## src/rtl/smc_stream_if.sv

```systemverilog
// Beat-in / result-out bundle of the streaming MOSFET calculator.
interface smc_stream_if #(
    parameter int DW = 3,
    parameter int VW = 3 * DW + 2
);
    logic          in_valid;
    logic          in_ready;
    logic [DW-1:0] w;
    logic [DW-1:0] v_gs;
    logic [DW-1:0] v_ds;
    logic [1:0]    mode;
    logic          out_valid;
    logic [VW-1:0] out_n;

    modport master (
        output in_valid, w, v_gs, v_ds, mode,
        input  in_ready, out_valid, out_n
    );

    modport slave (
        input  in_valid, w, v_gs, v_ds, mode,
        output in_ready, out_valid, out_n
    );
endinterface

```

## src/rtl/smc_stream.sv

```systemverilog
// Streaming MOSFET calculator: collects N_CH devices, keeps them sorted on arrival,
// and pulses the floor-average of the K largest or K smallest per-device values.
module smc_stream #(
    parameter int N_CH = 6,
    parameter int K    = 3,
    parameter int DW   = 3,
    parameter int VW   = 3 * DW + 2
) (
    input  logic        clk,
    input  logic        rst,
    smc_stream_if.slave bus
);
    localparam int CW = $clog2(N_CH + 1);
    localparam int SW = VW + $clog2(K);

    typedef enum logic [1:0] {
        ST_IDLE    = 2'd0,
        ST_COLLECT = 2'd1,
        ST_SUM     = 2'd2,
        ST_OUT     = 2'd3
    } state_t;

    state_t        state_q;
    logic [CW-1:0] cnt_q;
    logic [1:0]    mode_q;
    logic          in_ready_q;
    logic          out_valid_q;
    logic [VW-1:0] out_n_q;
    logic [VW-1:0] sort_q [N_CH];

    logic          acc_s;
    logic          first_s;
    logic          cur_s;
    logic [CW-1:0] cnt_d;
    logic [VW-1:0] val_s;
    logic [VW-1:0] sort_d [N_CH];
    logic [SW-1:0] sum_s;

    // Drain current (cur_v=1) or transconductance of one device, all divisions floor.
    function automatic logic [VW-1:0] dev_value(
        input logic [DW-1:0] w_v,
        input logic [DW-1:0] vgs_v,
        input logic [DW-1:0] vds_v,
        input logic          cur_v
    );
        logic [VW-1:0] wx;
        logic [VW-1:0] gx;
        logic [VW-1:0] dx;
        logic [VW-1:0] ov;
        logic [VW-1:0] res;
        wx = VW'(w_v);
        gx = VW'(vgs_v);
        dx = VW'(vds_v);
        ov = gx - VW'(1);
        if (gx <= VW'(1)) begin
            res = '0;
        end else if (dx < ov) begin
            if (cur_v) begin
                res = (wx * (VW'(2) * ov * dx - dx * dx)) / VW'(3);
            end else begin
                res = (VW'(2) * wx * dx) / VW'(3);
            end
        end else begin
            if (cur_v) begin
                res = (wx * ov * ov) / VW'(3);
            end else begin
                res = (VW'(2) * wx * ov) / VW'(3);
            end
        end
        return res;
    endfunction

    // Beat acceptance and the value of the beat on the bus.
    always_comb begin
        acc_s   = bus.in_valid && in_ready_q;
        first_s = (state_q == ST_IDLE);
        cur_s   = first_s ? bus.mode[0] : mode_q[0];
        cnt_d   = first_s ? CW'(1) : cnt_q + CW'(1);
        val_s   = dev_value(bus.w, bus.v_gs, bus.v_ds, cur_s);
    end

    // Descending insertion; a new value lands after existing equal entries. Unused
    // slots hold zero, so dropping the tail entry never loses a collected value.
    always_comb begin
        for (int i = 0; i < N_CH; i++) begin
            sort_d[i] = sort_q[i];
        end
        if (first_s) begin
            sort_d[0] = val_s;
        end else if (sort_q[0] >= val_s) begin
            sort_d[0] = sort_q[0];
        end else begin
            sort_d[0] = val_s;
        end
        for (int i = 1; i < N_CH; i++) begin
            if (first_s) begin
                sort_d[i] = '0;
            end else if (sort_q[i] >= val_s) begin
                sort_d[i] = sort_q[i];
            end else if (sort_q[i-1] >= val_s) begin
                sort_d[i] = val_s;
            end else begin
                sort_d[i] = sort_q[i-1];
            end
        end
    end

    // Sum of the head (largest) or tail (smallest) K entries.
    always_comb begin
        sum_s = '0;
        for (int i = 0; i < K; i++) begin
            if (mode_q[1]) begin
                sum_s = sum_s + SW'(sort_q[i]);
            end else begin
                sum_s = sum_s + SW'(sort_q[N_CH-K+i]);
            end
        end
    end

    // Group FSM with registered handshake and result outputs.
    always_ff @(posedge clk or posedge rst) begin
        if (rst) begin
            state_q     <= ST_IDLE;
            cnt_q       <= '0;
            mode_q      <= 2'b00;
            in_ready_q  <= 1'b1;
            out_valid_q <= 1'b0;
            out_n_q     <= '0;
            for (int i = 0; i < N_CH; i++) begin
                sort_q[i] <= '0;
            end
        end else begin
            case (state_q)
                ST_IDLE, ST_COLLECT: begin
                    out_valid_q <= 1'b0;
                    out_n_q     <= '0;
                    if (acc_s) begin
                        sort_q <= sort_d;
                        cnt_q  <= cnt_d;
                        if (first_s) begin
                            mode_q <= bus.mode;
                        end
                        if (cnt_d == CW'(N_CH)) begin
                            state_q    <= ST_SUM;
                            in_ready_q <= 1'b0;
                        end else begin
                            state_q <= ST_COLLECT;
                        end
                    end
                end
                ST_SUM: begin
                    out_valid_q <= 1'b1;
                    out_n_q     <= VW'(sum_s / SW'(K));
                    state_q     <= ST_OUT;
                end
                ST_OUT: begin
                    out_valid_q <= 1'b0;
                    out_n_q     <= '0;
                    in_ready_q  <= 1'b1;
                    cnt_q       <= '0;
                    state_q     <= ST_IDLE;
                end
                default: begin
                    out_valid_q <= 1'b0;
                    out_n_q     <= '0;
                    in_ready_q  <= 1'b1;
                    cnt_q       <= '0;
                    state_q     <= ST_IDLE;
                end
            endcase
        end
    end

    assign bus.in_ready  = in_ready_q;
    assign bus.out_valid = out_valid_q;
    assign bus.out_n     = out_n_q;
endmodule

```

## src/flat_wrapper.sv

```systemverilog
// flat-port wrapper written by rule: the top's interface ports become plain ports
module smc_stream_flat 
#(
    parameter int N_CH = 6,
    parameter int K    = 3,
    parameter int DW   = 3,
    parameter int VW   = 3 * DW + 2
)
  (clk, rst, bus_in_valid, bus_w, bus_v_gs, bus_v_ds, bus_mode, bus_in_ready, bus_out_valid, bus_out_n);
  smc_stream_if #(.DW(DW), .VW(VW)) bus_i ();
  input  logic clk;
  input  logic rst;
  input wire logic [$bits(bus_i.in_valid)-1:0] bus_in_valid;
  input wire logic [$bits(bus_i.w)-1:0] bus_w;
  input wire logic [$bits(bus_i.v_gs)-1:0] bus_v_gs;
  input wire logic [$bits(bus_i.v_ds)-1:0] bus_v_ds;
  input wire logic [$bits(bus_i.mode)-1:0] bus_mode;
  output wire logic [$bits(bus_i.in_ready)-1:0] bus_in_ready;
  output wire logic [$bits(bus_i.out_valid)-1:0] bus_out_valid;
  output wire logic [$bits(bus_i.out_n)-1:0] bus_out_n;
  assign bus_i.in_valid = bus_in_valid;
  assign bus_i.w = bus_w;
  assign bus_i.v_gs = bus_v_gs;
  assign bus_i.v_ds = bus_v_ds;
  assign bus_i.mode = bus_mode;
  assign bus_in_ready = bus_i.in_ready;
  assign bus_out_valid = bus_i.out_valid;
  assign bus_out_n = bus_i.out_n;
  smc_stream #(.N_CH(N_CH), .K(K), .DW(DW), .VW(VW)) u_core (.clk(clk), .rst(rst), .bus(bus_i));
endmodule
```

## config.mk

```make
export PLATFORM = sky130hd
export DESIGN_NAME = smc_stream_flat
export DESIGN_NICKNAME = d
export VERILOG_FILES = /design/src/rtl/smc_stream_if.sv /design/src/rtl/smc_stream.sv /design/src/flat_wrapper.sv
export SDC_FILE = /design/constraint.sdc
export NUM_CORES = 1
export LEC_CHECK = 0
export CAP_MARGIN = 20
export CORE_MARGIN = 1.5
export CORE_UTILIZATION = 62
export CTS_BUF_LIST = sky130_fd_sc_hd__clkbuf_8
export DETAILED_ROUTE_END_ITERATION = 12
export GPL_TIMING_DRIVEN = 0
export MAX_ROUTING_LAYER = met4
export PLACE_DENSITY = 0.78
export RECOVER_POWER = 25
export SYNTH_ARGS = -nofsm -noshare
export SYNTH_HDL_FRONTEND = slang
export SYNTH_SLANG_ARGS = --single-unit
```

## constraint.sdc

```tcl
create_clock -name clk -period 8.85 [get_ports clk]
set_clock_uncertainty 0.05 [all_clocks]
set_input_delay 1.77 -clock clk [delete_from_list [all_inputs] [get_ports clk]]
set_output_delay 1.77 -clock clk [all_outputs]
set_load 0.02 [all_outputs]
```

==> Yosys cells after proc, flatten, opt, wreduce, memory -nomap -nowiden <==
Cells that the tools add are included.
{ "word_totals": {"regBits": 86, "inputBits": 14, "output_inout_bits": 13, "wordCells": 101} }
{ "op_classes": {"reduce_logical": 14, "add_sub_neg": 7, "n_div": 5, "mul": 7, "n_mux": 36, "order_cmp": 8, "eq_ne": 12} }
{ "ops": {"columns": ["operator", "count"], "rows": [
  ["$mux 11", 22],
  ["$ge 11x11->1", 6],
  ["$div 11x2->11 const B", 3],
  ["$add 13x11->13", 2],
  ["$mux 13", 2],
  ["$add 11x11->12", 2],
  ["$reduce_and 3->1", 8],
  ["$mul 3x11->11", 2],
  ["$pmux 11 s2", 1],
  ["$ne 2x1->1 const B", 8],
  ["$div 13x2->13 const B", 1],
  ["$mul 3x3->6", 2],
  ["$div 8x2->11 const B", 1],
  ["$lt 3x11->1", 1],
  ["$mul 11x11->11", 1],
  ["$mul 3x11->10", 1],
  ["$sub 11x6->11", 1],
  ["$mul 10x3->10", 1],
  ["$mux 3", 2],
  ["$pmux 2 s3", 1],
  ["$pmux 3 s2", 1],
  ["$eq 2x2->1 const B", 2],
  ["$mux 2", 2],
  ["$pmux 1 s2", 2],
  ["12 further kinds", 14]
]} }

==> Longest topological paths before layout <==
Gate-level depths: netlist (run 1).
{ "logic_depth": {"depth_word": 12, "mapped_depth": 66, "ltp_nobuf": 62} }

==> Least setup slack after synthesis (run 1) <==
Ideal clock, no wire load.
{ "synth_timing": {"path_kind": "input -> register", "start": "in bus_v_gs[0]", "end": "reg u_core.sort_q[0] (netlist bit)", "t_arrival_ns": 14.114, "setup_ns": 0.138, "n_path_buf": 4, "stages": 65, "path_slack_ns": -5.452, "path_cell_list": "buf_4 > inv_1 > ha_1 > xor2_1 > clkbuf_1 > nand2_1 > fa_1 > inv_1 > ha_1 > inv_1 > fa_1 > nor2b_1 > o21ai_0 > nand2b_1 > fa_1 > nand2_1 > fa_1 > inv_1 > [29 not listed] > ha_1 > nand2b_1 > a21o_1 > a21o_1 > a21oi_1 > nor2b_1 > o21ai_0 > nand2b_1 > a21oi_1 > nor2b_1 > o21ai_0 > nand2b_1 > a2111oi_0 > nor2_1 > nand2_1 > nand2_1 > nor2_1 > a21oi_1"} }
{ "synth_between": {"elab_chain_cells": 12, "elab_cells_between_ends": 23, "classes_between": "add/sub: 2; mul: 5; div: 3; order compare: 4; eq/ne: 1; mux: 7; reduce/logical: 1"} }
{ "synth_rtl": {"columns": ["element", "line_no", "source"], "rows": [
  ["start: declaration", "flat_wrapper.sv:15", "input wire logic [$bits(bus_i.v_gs)-1:0] bus_v_gs;"],
  ["$sub 3x1->4", "smc_stream.sv:54", "ov = gx - VW'(1);"],
  ["$mul 10x3->10", "smc_stream.sv:59", "res = (wx * (VW'(2) * ov * dx - dx * dx)) / VW'(3);"],
  ["$sub 11x6->11", "smc_stream.sv:59", null],
  ["$mul 3x11->11", "smc_stream.sv:59", null],
  ["$div 11x2->11", "smc_stream.sv:59", null],
  ["$mux 11", "smc_stream.sv:58", "if (cur_v) begin"],
  ["$mux 11", "smc_stream.sv:57", "end else if (dx < ov) begin"],
  ["$mux 11 (*)", "smc_stream.sv:55", "if (gx <= VW'(1)) begin"],
  ["$ge 11x11->1", "smc_stream.sv:100", "end else if (sort_q[i-1] >= val_s) begin"],
  ["$mux 11", "smc_stream.sv:100", null],
  ["$mux 11", "smc_stream.sv:98", "end else if (sort_q[i] >= val_s) begin"],
  ["$mux 11", "smc_stream.sv:96", "if (first_s) begin"],
  ["end signal: assignment", "smc_stream.sv:138", "sort_q <= sort_d;"],
  ["end: declaration", "smc_stream.sv:29", "logic [VW-1:0] sort_q [N_CH];"]
]} }
Mark *: on every way between the ends. The rest lies on a longest branch, timed or not. The select of a mux whose other input is x is not followed.
A chain may end at the register's enable or synchronous reset.

==> Worst setup path in the final report (run 1) <==
{ "layout_timing": {"start": "in bus_v_gs[0]", "end": "reg u_core.sort_q[17] (netlist bit)"} }
Same word-level chain as after synthesis.

==> metrics, run 1 <==
status finished with violations; violated checks max-capacitance violations, max-slew violations, negative setup slack; clk slew on worst S/H paths 0.10 ns; Compound-Gate Fraction of Synth Area 19.0%; slowest cell delay on critical path 0.65 ns; CP delay by family, top adder cells; Mapped Nets 1718; R2R setup slack 0.71 ns; GRT overflow 0; HP Class reg -> reg; synth unique cells 85; CTS tree done; Syn. warnings 0; Die Span Y 143 um; row cnt 50; xor and xnor area share after synthesis 5.65%; Post-Synth Adder-Cell Area 24.9%; Post-Synthesis Cells 1496; largest net degree at the start of global routing 61; Synth top area share 16.4%; Netlist Area Pre-Place 12100 sq um; Hold Path End u_core.sort_q[4]; ranking of synthesized cells by area dfrtp_1, ha_1, fa_1; Sink Count 80; VDD IR max 0.142 mV; WP buf/inv 14; total vias in the final route 11800; count of final hold-check violations 0; most frequent cells in the layout nand2_1, ha_1, inv_1, nor2_1, dfrtp_1; HP Start u_core.sort_q[4]; worst reg2reg path endpoint u_core.bus.out_n[0]; Worst Reg-to-Reg Cells 30; ys async rst share 100%; P per Cell Area 198 nW/um^2; Max FO, Critical Path 8; Max Slew Vio Count 61; Layout area overhead 21.0%; total CTS buffers 9; crit path DAT 13.77 ns; total power 2900 uW; fin crit share 153%; share of the yosys chip area belonging to registers 16.6%; drt first-iter violations 1019; Top FF cell, synth dfrtp_1; RSZ-0062 raised after global routing true; Peak Freq 0.0738 GHz; vias in the first global route 11400; Startpoint Class primary input; Post-Synth Simple-Gate Area 18.4%; WHS Path Cells 2; global placement routability congestion 0.987; Tmin final 13.54 ns; ratio of cells with drive above 1 in the final layout 21.6%; largest area contributor in the synthesized netlist dfrtp_1; Detailed Place HPWL 24.9 mm; drt total wl 36.6 mm; drt drc 0; Initial Util 64.0%; WL per Instance 19.5 um; Setup TNS Final -275.15 ns; root buf cell clkbuf_8; Critical Path RT 9.07 ns; final std cells w/o fill 1878; PnR worst setup slack -4.69 ns; clk_lat worst skew 0.38 ns; CTS max path bufs 2; net count reported at finish 1834; full die area 20300 sq um; Slew headroom -136%; initial antenna violation count 0; TritonRoute pass-1 iters 6; Post-synth EDFFs 0; slowest stage cell, crit path fa_2; Max H-tree Level 3; placed cells 1781; final setup fails 60; Crit. path cell count 64; commonest non-fill, non-tap cell in the layout nand2_1; Max-Cap Viols 1; post-DR vias/cell 6.31; flops & latches, synth 80; antenna viol nets, final 0; Leak 0.00693 uW; Core ar. 18900 sq um; Die Wd 143 um; actual slew at the worst max-slew pin 3.54 ns; io pins 27; Crit. End Element flip-flop; CTS Hold Bufs 0; FF-to-FF Start u_core.mode_q[1]; input/output buffers 24; mux cell area share after synthesis 9.03%; total track usage 35.7%; WS Path Type in -> reg; Mean Syn Cell Area 8.08 sq um; largest family of logic cells by synthesized area adder cells; global-route wire length before repair 55.9 mm
-- registers in the layout (all words and copies together) (netlist names) --
name,cells
u_core.sort_q,60
u_core.bus.out_n,11
u_core.cnt_q,3
u_core.mode_q,2
u_core.state_q,2
u_core.bus.in_ready,1
u_core.bus.out_valid,1
-- metal layers --
| metal | vias up | global-route usage, % | share of wire [%] |
|---|---|---|---|
| li1 | 5452 | - | - |
| met1 | 5620 | 40.5 | 38 |
| met2 | 573 | 61.9 | 49 |
| met3 | 201 | 4.85 | 6.6 |
| met4 | 0 | 17.6 | 6.2 |
| met5 | - | - | 0 |
-- worst max-delay path by stage --
stage | end | from | slack [ns]
2_1_floorplan | u_core.sort_q[0] | bus_v_gs[0] | -4.50
3_3_place_gp | u_core.sort_q[0] | bus_v_gs[2] | -6.34
3_5_place_dp | u_core.sort_q[44] | bus_v_gs[2] | -6.50
4_1_cts | u_core.sort_q[0] | bus_v_gs[0] | -4.48
5_1_grt | u_core.sort_q[0] | bus_w[2] | -5.06
6_report | u_core.sort_q[17] | bus_v_gs[0] | -4.69
-- worst register-to-register path: cells and delay by family (launching register included) --
family | cells | cell delay (ns)
compound gates | 13 | 2.81
xor+xnor | 1 | 0.18
simple gates | 7 | 1.30
mux | 2 | 0.87
buf+inv | 4 | 1.27
flops | 1 | 0.33
fa+ha+maj | 3 | 1.25
-- what timing repair did --
action	CTS	global route
pin swaps	64	49
gates cloned	7	0
resized for setup	129	125
hold endpoints to repair	0	0
endpoints found under the setup margin	60	61
buffers inserted	60	14
-- synth_stat cells, types with 6 or more instances --
cell type	instances
nand2_1	175
nor3_1	28
xnor2_1	58
xor2_1	13
a211oi_1	17
or3_1	9
or4_1	6
nand4_1	10
mux2_2	34
fa_1	54
inv_1	145
mux2i_1	64
a21o_1	25
a31oi_1	11
a21oi_1	100
dfrtp_1	79
a2bb2oi_1	7
o211ai_1	7
and2_1	20
o21bai_1	16
o21a_1	10
o21ai_0	108
buf_2	12
nand3_1	24
and3_1	8
nor2_1	107
ha_1	154
or2_2	7
clkbuf_1	35
nand2b_1	26
a2111oi_0	6
nor2b_1	26
-- power breakdown --
group | leakage, uW | internal [uW] | switching, uW
Sequential | 0.00109 | 365 | 0
Combinational | 0.00573 | 1010 | 1210
Clock | 0.000105 | 142 | 166
-- layout make-up --
type                       instances  area [sq um]
tap                              260           325
timing repair buffer             106           996
clock inverter                     6          75.1
inverter                         146           573
fill                            1307          4270
multi-input combinational       1216         10100
sequential                        80          2000
antenna                            1          2.50
clock buffer                      10           138
buffer                            53           374
-- per-stage QoR --
stage / setup WS (ns) / cell area (sq um) / util, % / hold WS (ns)
floorplan: -4.50 / 12400 / - / 0.421
global placement: -6.34 / 13000 / 68.5 / 0.441
detailed placement: -6.50 / 13000 / 68.7 / 0.454
CTS: -4.48 / 14200 / 75.0 / 0.470
global route: -5.06 / 14600 / 77.4 / 0.502
finish: -4.69 / 14600 / 77.4 / 0.469
-- kinds of logic (layout without fill, tap and decap cells) --
kind of cell / after synthesis / after routing
mux: 101 / 101
compound gates: 364 / 364
other cells: 0 / 1
simple gates: 469 / 469
xor+xnor: 74 / 74
fa+ha+maj: 208 / 208
buf+inv: 200 / 321
flops: 80 / 80
Note: power is estimated with default switching activity, not from simulation.
==> inputs of run 2 (changes only) <==
==> constraint.sdc (replaced) <==
create_clock -name clk -period 8.85 [get_ports clk]
set_clock_uncertainty 0.05 [all_clocks]
set_input_delay 1.3275 -clock clk [delete_from_list [all_inputs] [get_ports clk]]
set_output_delay 1.3275 -clock clk [all_outputs]
set_load 0.02 [all_outputs]
==> results of run 2 <==
Same layout as run 1 (identical final DEF). Status: finished with violations: max-capacitance violations, max-slew violations, negative setup slack.
Among the figures that moved: setup slack after placement -6.50 ns -> -6.06 ns; setup slack after layout -4.69 ns -> -4.25 ns; setup TNS -275.15 ns -> -248.60 ns
